## src/rtl/neat_gene_pkg.sv

```systemverilog
// Shared gene field layout, kind/mode codes and beat-sequencer state type
// for the NEAT add-node mutation stream.
package neat_gene_pkg;

  localparam int GENOME_LSB = 56;
  localparam int KIND_LSB   = 48;
  localparam int SRC_LSB    = 40;
  localparam int DST_LSB    = 32;
  localparam int WEIGHT_LSB = 16;

  localparam logic [7:0]  KIND_NODE      = 8'h01;
  localparam logic [7:0]  KIND_CONN      = 8'h02;
  localparam logic [1:0]  STATE_PASS     = 2'b00;
  localparam logic [1:0]  STATE_MUTATE   = 2'b10;
  localparam logic [15:0] WEIGHT_ONE_DEF = 16'h0100;

  typedef enum logic [2:0] {
    ST_IDLE,
    ST_BEAT0,
    ST_BEAT1,
    ST_BEAT2,
    ST_BEAT3
  } beat_state_t;

  function automatic logic [7:0] gene_kind(input logic [63:0] gene);
    return gene[KIND_LSB +: 8];
  endfunction

endpackage

```

## src/rtl/lane_add_node_stream_if.sv

```systemverilog
// Valid/ready gene stream bundle: upstream gene_in side and downstream gene_out side.
interface lane_add_node_stream_if #(
  parameter int GENE_SZ = 64
);
  logic               in_valid;
  logic               in_ready;
  logic [GENE_SZ-1:0] gene_in;
  logic               out_valid;
  logic               out_ready;
  logic [GENE_SZ-1:0] gene_out;
  logic               out_last;

  modport master (
    output in_valid, gene_in, out_ready,
    input  in_ready, out_valid, gene_out, out_last
  );

  modport slave (
    input  in_valid, gene_in, out_ready,
    output in_ready, out_valid, gene_out, out_last
  );
endinterface

```

## src/rtl/add_node_gene_gen.sv

```systemverilog
// Splits one connection gene into the four genes of an add-node mutation:
// disabled original, new node, in-connection (weight 1.0), out-connection.
module add_node_gene_gen
  import neat_gene_pkg::*;
#(
  parameter logic [15:0] WEIGHT_ONE = WEIGHT_ONE_DEF
) (
  input  logic [63:0] gene,
  input  logic [7:0]  new_id,
  output logic [63:0] beat0,
  output logic [63:0] beat1,
  output logic [63:0] beat2,
  output logic [63:0] beat3
);
  logic [7:0]  genome_id;
  logic [7:0]  src;
  logic [7:0]  dst;
  logic [15:0] weight;

  assign genome_id = gene[GENOME_LSB +: 8];
  assign src       = gene[SRC_LSB +: 8];
  assign dst       = gene[DST_LSB +: 8];
  assign weight    = gene[WEIGHT_LSB +: 16];

  assign beat0 = {gene[63:1], 1'b0};
  assign beat1 = {genome_id, KIND_NODE, new_id, 8'h00, 16'h0000, 15'b0, 1'b1};
  assign beat2 = {genome_id, KIND_CONN, src, new_id, WEIGHT_ONE, 15'b0, 1'b1};
  assign beat3 = {genome_id, KIND_CONN, new_id, dst, weight, 15'b0, 1'b1};
endmodule

```

## src/rtl/lane_add_node_stream.sv

```systemverilog
// Per-lane streaming add-node mutation: beat sequencer, per-genome node-ID
// allocator, and per-genome statistics (max hidden node, mutation count).
module lane_add_node_stream
  import neat_gene_pkg::*;
#(
  parameter int                   GENE_SZ    = 64,
  parameter int                   ATTR_SZ    = 8,
  parameter int                   WEIGHT_SZ  = 16,
  parameter logic [WEIGHT_SZ-1:0] WEIGHT_ONE = 16'h0100
) (
  input  logic               clk,
  input  logic               rst,
  input  logic [1:0]         state,
  input  logic               genome_start,
  input  logic [ATTR_SZ-1:0] node_id_base,
  input  logic [ATTR_SZ-1:0] node_add_prob,
  input  logic [ATTR_SZ-1:0] random,
  lane_add_node_stream_if.slave strm,
  output logic [ATTR_SZ-1:0] hidden_node_max,
  output logic               id_exhausted,
  output logic [ATTR_SZ-1:0] mut_count
);
  beat_state_t        fsm_reg, fsm_next;
  logic [GENE_SZ-1:0] gene_out_reg, gene_out_next;
  logic               last_reg, last_next;
  logic [GENE_SZ-1:0] cap_gene_reg, cap_gene_next;
  logic [ATTR_SZ-1:0] cap_id_reg, cap_id_next;
  logic [ATTR_SZ-1:0] next_id_reg, next_id_next;
  logic               exh_reg, exh_next;
  logic [ATTR_SZ-1:0] mut_reg, mut_next;
  logic [ATTR_SZ-1:0] hmax_reg, hmax_next;

  logic               out_valid, in_ready, accept, fire, emit, mutate;
  logic [ATTR_SZ-1:0] alloc_id;
  logic               alloc_exh;
  logic [GENE_SZ-1:0] gen_gene;
  logic [ATTR_SZ-1:0] gen_id;
  logic [GENE_SZ-1:0] beat0, beat1, beat2, beat3;

  assign out_valid = (fsm_reg != ST_IDLE);
  assign in_ready  = !out_valid || (last_reg && strm.out_ready);
  assign accept    = strm.in_valid && in_ready;
  assign fire      = out_valid && strm.out_ready;
  assign emit      = accept && !state[0];

  // genome_start takes effect before a same-cycle accept sees the allocator
  assign alloc_id  = genome_start ? node_id_base : next_id_reg;
  assign alloc_exh = genome_start ? 1'b0 : exh_reg;

  assign mutate = accept && (state == STATE_MUTATE)
               && (gene_kind(strm.gene_in) == KIND_CONN) && strm.gene_in[0]
               && (random > node_add_prob) && !alloc_exh;

  // Generator sees the live gene on accept, the captured one while sequencing
  assign gen_gene = accept ? strm.gene_in : cap_gene_reg;
  assign gen_id   = accept ? alloc_id : cap_id_reg;

  add_node_gene_gen #(.WEIGHT_ONE(WEIGHT_ONE)) u_gen (
    .gene   (gen_gene),
    .new_id (gen_id),
    .beat0  (beat0),
    .beat1  (beat1),
    .beat2  (beat2),
    .beat3  (beat3)
  );

  always_comb begin
    fsm_next      = fsm_reg;
    gene_out_next = gene_out_reg;
    last_next     = last_reg;
    cap_gene_next = cap_gene_reg;
    cap_id_next   = cap_id_reg;
    next_id_next  = alloc_id;
    exh_next      = alloc_exh;
    mut_next      = genome_start ? '0 : mut_reg;
    hmax_next     = genome_start ? '0 : hmax_reg;

    if (mutate) begin
      cap_gene_next = strm.gene_in;
      cap_id_next   = alloc_id;
      if (alloc_id == '1) exh_next = 1'b1;
      else                next_id_next = alloc_id + ATTR_SZ'(1);
      if (mut_next != '1) mut_next = mut_next + ATTR_SZ'(1);
    end

    if (fire && (gene_kind(gene_out_reg) == KIND_NODE)
        && (gene_out_reg[SRC_LSB +: ATTR_SZ] > hmax_next))
      hmax_next = gene_out_reg[SRC_LSB +: ATTR_SZ];

    if (in_ready) begin
      if (emit) begin
        fsm_next      = ST_BEAT0;
        gene_out_next = mutate ? beat0 : strm.gene_in;
        last_next     = !mutate;
      end else begin
        fsm_next  = ST_IDLE;
        last_next = 1'b0;
      end
    end else if (fire) begin
      case (fsm_reg)
        ST_BEAT0: begin fsm_next = ST_BEAT1; gene_out_next = beat1; end
        ST_BEAT1: begin fsm_next = ST_BEAT2; gene_out_next = beat2; end
        ST_BEAT2: begin fsm_next = ST_BEAT3; gene_out_next = beat3; last_next = 1'b1; end
        default:  fsm_next = ST_IDLE;
      endcase
    end
  end

  always_ff @(posedge clk) begin
    if (rst) begin
      fsm_reg      <= ST_IDLE;
      gene_out_reg <= '0;
      last_reg     <= 1'b0;
      cap_gene_reg <= '0;
      cap_id_reg   <= '0;
      next_id_reg  <= '0;
      exh_reg      <= 1'b0;
      mut_reg      <= '0;
      hmax_reg     <= '0;
    end else begin
      fsm_reg      <= fsm_next;
      gene_out_reg <= gene_out_next;
      last_reg     <= last_next;
      cap_gene_reg <= cap_gene_next;
      cap_id_reg   <= cap_id_next;
      next_id_reg  <= next_id_next;
      exh_reg      <= exh_next;
      mut_reg      <= mut_next;
      hmax_reg     <= hmax_next;
    end
  end

  assign strm.in_ready  = in_ready;
  assign strm.out_valid = out_valid;
  assign strm.gene_out  = gene_out_reg;
  assign strm.out_last  = last_reg;
  assign hidden_node_max = hmax_reg;
  assign mut_count       = mut_reg;
  assign id_exhausted    = exh_reg;
endmodule

```

## src/flat_wrapper.sv

```systemverilog
// flat-port wrapper written by rule: the top's interface ports become plain ports
module lane_add_node_stream_flat import neat_gene_pkg::*;
#(
  parameter int                   GENE_SZ    = 64,
  parameter int                   ATTR_SZ    = 8,
  parameter int                   WEIGHT_SZ  = 16,
  parameter logic [WEIGHT_SZ-1:0] WEIGHT_ONE = 16'h0100
)
  (clk, rst, state, genome_start, node_id_base, node_add_prob, random, hidden_node_max, id_exhausted, mut_count, strm_in_valid, strm_gene_in, strm_out_ready, strm_in_ready, strm_out_valid, strm_gene_out, strm_out_last);
  lane_add_node_stream_if #(.GENE_SZ(GENE_SZ)) strm_i ();
  input  logic clk;
  input  logic rst;
  input  logic [1:0] state;
  input  logic genome_start;
  input  logic [ATTR_SZ-1:0] node_id_base;
  input  logic [ATTR_SZ-1:0] node_add_prob;
  input  logic [ATTR_SZ-1:0] random;
  output logic [ATTR_SZ-1:0] hidden_node_max;
  output logic id_exhausted;
  output logic [ATTR_SZ-1:0] mut_count;
  input wire logic [$bits(strm_i.in_valid)-1:0] strm_in_valid;
  input wire logic [$bits(strm_i.gene_in)-1:0] strm_gene_in;
  input wire logic [$bits(strm_i.out_ready)-1:0] strm_out_ready;
  output wire logic [$bits(strm_i.in_ready)-1:0] strm_in_ready;
  output wire logic [$bits(strm_i.out_valid)-1:0] strm_out_valid;
  output wire logic [$bits(strm_i.gene_out)-1:0] strm_gene_out;
  output wire logic [$bits(strm_i.out_last)-1:0] strm_out_last;
  assign strm_i.in_valid = strm_in_valid;
  assign strm_i.gene_in = strm_gene_in;
  assign strm_i.out_ready = strm_out_ready;
  assign strm_in_ready = strm_i.in_ready;
  assign strm_out_valid = strm_i.out_valid;
  assign strm_gene_out = strm_i.gene_out;
  assign strm_out_last = strm_i.out_last;
  lane_add_node_stream #(.GENE_SZ(GENE_SZ), .ATTR_SZ(ATTR_SZ), .WEIGHT_SZ(WEIGHT_SZ), .WEIGHT_ONE(WEIGHT_ONE)) u_core (.clk(clk), .rst(rst), .state(state), .genome_start(genome_start), .node_id_base(node_id_base), .node_add_prob(node_add_prob), .random(random), .strm(strm_i), .hidden_node_max(hidden_node_max), .id_exhausted(id_exhausted), .mut_count(mut_count));
endmodule
```

## config.mk

```make
export PLATFORM = sky130hd
export DESIGN_NAME = lane_add_node_stream_flat
export DESIGN_NICKNAME = d
export VERILOG_FILES = /design/src/rtl/neat_gene_pkg.sv /design/src/rtl/lane_add_node_stream_if.sv /design/src/rtl/add_node_gene_gen.sv /design/src/rtl/lane_add_node_stream.sv /design/src/flat_wrapper.sv
export SDC_FILE = /design/constraint.sdc
export NUM_CORES = 1
export LEC_CHECK = 0
export BUFFER_PORTS_ARGS = -buffer_cell sky130_fd_sc_hd__buf_2
export CAP_MARGIN = 5
export CORE_UTILIZATION = 35
export DETAILED_ROUTE_END_ITERATION = 16
export GPL_ROUTABILITY_DRIVEN = 0
export PLACE_DENSITY_LB_ADDON = 0.08
export SYNTH_ARGS = -nofsm -noshare
export SYNTH_HDL_FRONTEND = slang
export SYNTH_SLANG_ARGS = --single-unit
```

## constraint.sdc

```tcl
create_clock -name clk -period 4.1 [get_ports clk]
set_clock_uncertainty 0.1 [all_clocks]
set_input_delay 0.205 -clock clk [delete_from_list [all_inputs] [get_ports clk]]
set_output_delay 0.205 -clock clk [all_outputs]
set_load 0.05 [all_outputs]
```

==> results.py, run 1 <==
metrics = {
    "clock_network": {
        "htree_num_levels": 4,
        "post_cts_buffers": 0,
        "cts-buffers-inserted": 17,
        "clk_pin_slew_worst_paths_ps": 60,
        "cts_tree": "yes",
        "clock-sinks": 141,
        "cts_buffer_depth": 2,
        "insertion_delay_ps": 410,
        "clock_tree.root_cell": "clkbuf_16",
        "cts_resized": 0,
        "ctsHoldBuffers": 62,
    },
    "timing": {
        "layout_setup_ws_ps": 1080,
        "slew_headroom_pct": 36.04,
        "hold_viol": 0,
        "period_minus_slack_ps": 3020,
        "finalMaxSlewViolations": 0,
        "setup_viol": 0,
        "tns_ps": 0,
        "tightest_slew_ps": 955.8,
        "max_freq_ghz": 0.3311,
        "fin_crit_sh_pct": 73.67,
        "grt_setup_unrepaired": "no",
    },
    "drt": {
        "dr.pass1.iters": 5,
        "vias": 6425,
        "drc": 0,
        "first_iter_violations": 421,
        "wl_per_cell_um": 15.81,
        "routed_wl_um": 20310,
        "viasPerCell": 5.004,
        "final_antenna_net_count": 0,
    },
    "hold_path": {
        "hold_class": "input pin to flip-flop",
        "min_from": "strm_gene_in[0]",
    },
    "cells_and_area": {
        "multi_input_area_um2": 3567,
        "mostFrequentLayoutCell": "buf_2",
        "synthToLayoutAreaGrowth_pct": 33.27,
        "stdcell_area_um2": 8996,
        "seq_area_um2": 2823,
        "drive_gt1_share_pct": 26.37,
        "nets": 1124,
        "fin_util_pct": 47.77,
        "fillCellCount": 1889,
        "largest_reg_flops": 64,
        "layout_common_cells": "buf_2 (177), dfxtp_1 (141), nand2_1 (130), a21oi_1 (89), nor2_1 (88)",
        "diodes": 0,
    },
    "worst_setup_path": {
        "r2r-start": "u_core.fsm_reg[0]",
        "cp_data_required_time_ps": 4340,
        "endpoint_kind": "flip-flop",
        "r2r_end": "u_core.cap_gene_reg[23]",
        "ff2ff_setup_slack_ps": 1080,
        "startpoint": "u_core.fsm_reg[0]",
        "crit_end": "u_core.cap_gene_reg[23]",
        "r2r_cells": 8,
        "path_max_fanout": 28,
        "worst-endpoint-arrival_ps": 3260,
        "start_kind": "flip-flop",
        "worst-setup-path-type": "flip-flop to flip-flop",
    },
    "global_route": {
        "grt_overflow": 0,
        "first_global_vias": 6021,
        "busiest_layer": "met2",
        "antenna_found_initial": 0,
        "grt_pass1_wl_um": 32440,
        "grtUsageTotal_pct": 20.78,
        "use_met3_pct": 4.450,
        "met2_usage_pct": 31.95,
        "grt_max_degree": 79,
        "use_met1_pct": 29.52,
    },
    "placed_design": {
        "dp_slack_ps": 1073,
        "hpwl_um": 13700,
        "portBuffers": 178,
        "placed_area_um2": 7794,
    },
    "synthesis": {
        "netlist_area_um2": 6750,
        "ys_seq_area_share_pct": 41.82,
        "yosys_warnings": 0,
        "synthCells": 799,
        "synth_fp_nets": 912,
        "synth_ff_type": "dfxtp_1",
        "yosys_register_bits": 141,
        "synth-edff-count": 0,
        "synthArstFlopShare_pct": 0,
        "synth_cell_type_count": 72,
        "synth.avg_cell_area_um2": 8.448,
    },
    "pwr": {
        "power_leakage_nw": 3.661,
        "peakVddDrop_uv": 282.9,
        "finalPower_mw": 4.303,
        "power_density_nw_per_um2": 478.3,
    },
    "flow_run": {
        "cap_viol_max_count": 0,
    },
    "die": {
        "coreArea_um2": 18830,
        "chipWidth_um": 140.9,
        "pin_count": 179,
        "dieArea_um2": 19850,
        "rows": 50,
        "start_util_pct": 35.85,
        "die_h_um": 140.9,
    },
    "run_status": {
        "status": "finished clean",
    },
}
logic make-up (layout without fill, tap and decap cells):
| group | Yosys count | after routing | synth area share [%] |
|---|---|---|---|
| and+or+nand+nor | 325 | 325 | 22.56 |
| AOI/OAI and AO/OA | 203 | 203 | 21.45 |
| DFF | 141 | 141 | 41.82 |
| buffers and inverters | 79 | 304 | 5.635 |
| muxes | 31 | 31 | 4.949 |
| adders and majority gates | 18 | 18 | 3.336 |
| xor gates and xnor gates | 2 | 2 | 0.2595 |
Yosys cell counts (17+ instances only):
library cell / n / area (um^2)
inv_1: 17 / 63.81
mux2_2: 19 / 214.0
clkbuf_1: 35 / 131.4
a21oi_1: 89 / 445.4
dfxtp_1: 141 / 2823
ha_1: 18 / 225.2
a22oi_1: 21 / 157.7
nor3_1: 22 / 110.1
buf_2: 17 / 85.08
nand2_1: 130 / 488.0
or3_1: 18 / 112.6
nor2_1: 88 / 330.3
critical path, cell delays in order, from the launching register on:
cell	delay [ps]
dfxtp_1	460
nor3_4	420
nor2_2	70
buf_4	210
nor4_2	430
o21a_2	620
buf_4	380
nand2_1	90
a21oi_1	150
worst min-delay path by stage:
stage / depth (start not counted) / endpoint
final: 3 / u_core.strm.gene_out[0]
after global placement: 2 / u_core.cap_gene_reg[22]
after floorplan: 2 / u_core.cap_gene_reg[16]
after global routing: 3 / u_core.strm.gene_out[0]
after detailed placement: 2 / u_core.cap_gene_reg[43]
after CTS: 3 / u_core.strm.gene_out[0]
power breakdown:
| part | switching, mW | internal [mW] |
|---|---|---|
| combinational | 0.839 | 0.378 |
| clock | 0.580 | 0.959 |
| sequential | 0.0735 | 1.47 |
| total | 1.49 | 2.81 |
through the flow:
| step | hold slack (ps) | std cells |
|---|---|---|
| 6_report | 38.35 | 1284 |
| 5_1_grt | 43.55 | 1284 |
| 4_1_cts | 21.17 | 1284 |
| 3_5_place_dp | 343.0 | 1190 |
| 3_3_place_gp | 338.2 | 1190 |
| 2_1_floorplan | 245.5 | 799 |
layer usage:
| layer | wire length [um] | part of all wire [%] |
|---|---|---|
| met1 | 10110 | 50 |
| met2 | 9020 | 44 |
| met4 | 197 | 0.97 |
| met5 | 0 | 0 |
| met3 | 975 | 4.8 |
layout make-up:
| cell class | count | share of cell area (%) |
|---|---|---|
| multi-input combinational | 579 | 39.65 |
| sequential | 141 | 31.38 |
| timing repair buffer | 254 | 18.14 |
| clock buffer | 26 | 5.549 |
| tap | 260 | 3.616 |
| clock inverter | 6 | 0.9179 |
| inverter | 18 | 0.7510 |
No activity file was read; power rests on OpenSTA's default activity.
==> run 2: changes to the inputs <==
==> constraint.sdc (replaced) <==
create_clock -name clk -period 2.7 [get_ports clk]
set_clock_uncertainty 0.1 [all_clocks]
set_input_delay 0.135 -clock clk [delete_from_list [all_inputs] [get_ports clk]]
set_output_delay 0.135 -clock clk [all_outputs]
set_load 0.05 [all_outputs]
==> run 2 against run 1 <==
Sequential cell count unchanged; sequential share of layout area decreased by 0.88 points; die area unchanged; critical endpoint is now u_core.strm.gene_out[40]; global-route usage increased by 0.34 points.
==> results.py, run 2 (synthesis results as in run 1) <==
metrics = {
    "placed_design": {
        "dp_cells": 1208,
        "placed_area_um2": 7941,
        "portBuffers": 178,
        "dp_slack_ps": 174.8,
        "hpwl_um": 14280,
    },
    "worst_setup_path": {
        "startpoint": "strm_gene_in[48]",
        "start_kind": "input pin",
        "r2r-start": "u_core.fsm_reg[1]",
        "worst-endpoint-arrival_ps": 2700,
        "worst-setup-path-type": "input pin to flip-flop",
        "slowest_delay_ps": 540,
        "crit_chain": "dlygate4sd3_1, buf_2, nor4_1, nand3_1, o41ai_2, o31ai_4, a221oi_1, a221oi_2",
        "path_max_fanout": 9,
        "endpoint_kind": "flip-flop",
        "cp_data_required_time_ps": 2860,
        "slowest_stage": "dlygate4sd3_1",
    },
    "clock_network": {
        "cts_buffer_depth": 2,
        "insertion_delay_ps": 420,
        "cts-buffers-inserted": 17,
        "htree_num_levels": 4,
        "clock-sinks": 141,
        "cts_resized": 0,
        "clk_pin_slew_worst_paths_ps": 60,
        "post_cts_buffers": 0,
        "cts_tree": "yes",
        "clock_tree.root_cell": "clkbuf_16",
    },
    "global_route": {
        "grt_max_degree": 47,
        "antenna_found_initial": 0,
        "grt_overflow": 0,
        "grtUsageTotal_pct": 21.12,
        "first_global_vias": 6121,
        "grt_pass1_wl_um": 32860,
        "use_met1_pct": 29.12,
        "use_met3_pct": 3.736,
        "met2_usage_pct": 33.31,
        "busiest_layer": "met2",
    },
    "drt": {
        "viasPerCell": 5.017,
        "first_iter_violations": 337,
        "wl_per_cell_um": 15.92,
        "vias": 6552,
        "dr.pass1.iters": 5,
        "drc": 0,
        "final_antenna_net_count": 0,
        "routed_wl_um": 20800,
    },
    "timing": {
        "finalMaxSlewViolations": 0,
        "layout_setup_ws_ps": 161.0,
        "hold-worst-slack_ps": 37.10,
        "max_freq_ghz": 0.3939,
        "setup_viol": 0,
        "slew_headroom_pct": 22.24,
        "grt_setup_unrepaired": "no",
        "tightest_slew_ps": 1166,
        "tns_ps": 0,
        "period_minus_slack_ps": 2539,
        "hold_viol": 0,
        "fin_crit_sh_pct": 94.04,
    },
    "pwr": {
        "p_comb_share_pct": 27.6,
        "power_leakage_nw": 3.798,
        "clock_power_share_pct": 38.3,
        "power_frac_seq_pct": 34.0,
        "power.internal_mw": 4.572,
        "power_density_nw_per_um2": 744.1,
        "finalPower_mw": 6.887,
        "p_sw_mw": 2.315,
        "p_sw_share_pct": 33.62,
        "peakVddDrop_uv": 452.8,
    },
    "cells_and_area": {
        "stdcell_area_um2": 9255,
        "mostFrequentLayoutCell": "buf_2",
        "fillCellCount": 1854,
        "largest_reg_flops": 64,
        "fin_cells": 1306,
        "layout_common_cells": "buf_2 (177), dfxtp_1 (141), nand2_1 (130), a21oi_1 (89), nor2_1 (88)",
        "nets": 1146,
        "diodes": 0,
        "synthToLayoutAreaGrowth_pct": 37.11,
        "drive_gt1_share_pct": 27.82,
        "fin_util_pct": 49.15,
    },
    "die": {
        "rows": 50,
        "coreArea_um2": 18830,
        "die_h_um": 140.9,
        "chipWidth_um": 140.9,
        "dieArea_um2": 19850,
        "start_util_pct": 35.85,
        "pin_count": 179,
    },
    "hold_path": {
        "hold_class": "input pin to flip-flop",
        "min_from": "rst",
    },
    "run_status": {
        "status": "finished clean",
    },
    "flow_run": {
        "cap_viol_max_count": 0,
    },
}
-- run 2: cell types whose count changed in the layout (fill, tap and decap cells not counted), sizes merged --
cell and change:
bufinv +4, o21a +1, dlygate4sd3 +3, buf +18, clkinvlp +2, clkbuf -6
-- run 2: path summary, 6_finish.rpt --
check	to	slack [ps]	cells after the start
worst min-delay path	u_core.next_id_reg[0]	40	2
worst max register to register	u_core.strm.gene_out[18]	320	6
worst min register to register	u_core.strm.gene_out[22]	350	2
worst max-delay path	u_core.strm.gene_out[40]	160	8
-- run 2: cell type report --
class,instances,area [um^2],share of cell area [%]
Clock inverter,12,217.7,2.352
Timing Repair Buffer,275,1809,19.55
Clock buffer,20,436.7,4.718
Tap cell,260,325.3,3.515
Sequential cell,141,2823,30.50
Multi-Input combinational cell,580,3576,38.64
Inverter,18,67.56,0.7300
-- run 2: power by group through the flow --
stage               Combinational (mW)  Clock, mW  Sequential, mW
finish                            1.90       2.64            2.34
global route                      2.06       2.78            2.36
CTS                               1.91       2.69            2.34
detailed placement                1.83          0            2.39
global placement                  1.83          0            2.39
floorplan                        0.822          0            2.86
-- run 2: critical path, delay by kind of cell --
family	cells	cell delay, ps
AOI/OAI and AO/OA	4	1100
and+or+nand+nor	2	770
buffers and inverters	2	680
-- run 2: layer usage --
| metal | up-vias | part of all wire [%] |
|---|---|---|
| met2 | 206 | 45 |
| li1 | 3314 | - |
| met5 | - | 0 |
| met3 | 22 | 5.0 |
| met1 | 3010 | 48 |
| met4 | 0 | 1.4 |
-- run 2: what timing repair did --
action	CTS	global route
endpoints found under the setup margin	0	1
hold endpoints to repair	76	0
hold buffers	65	0
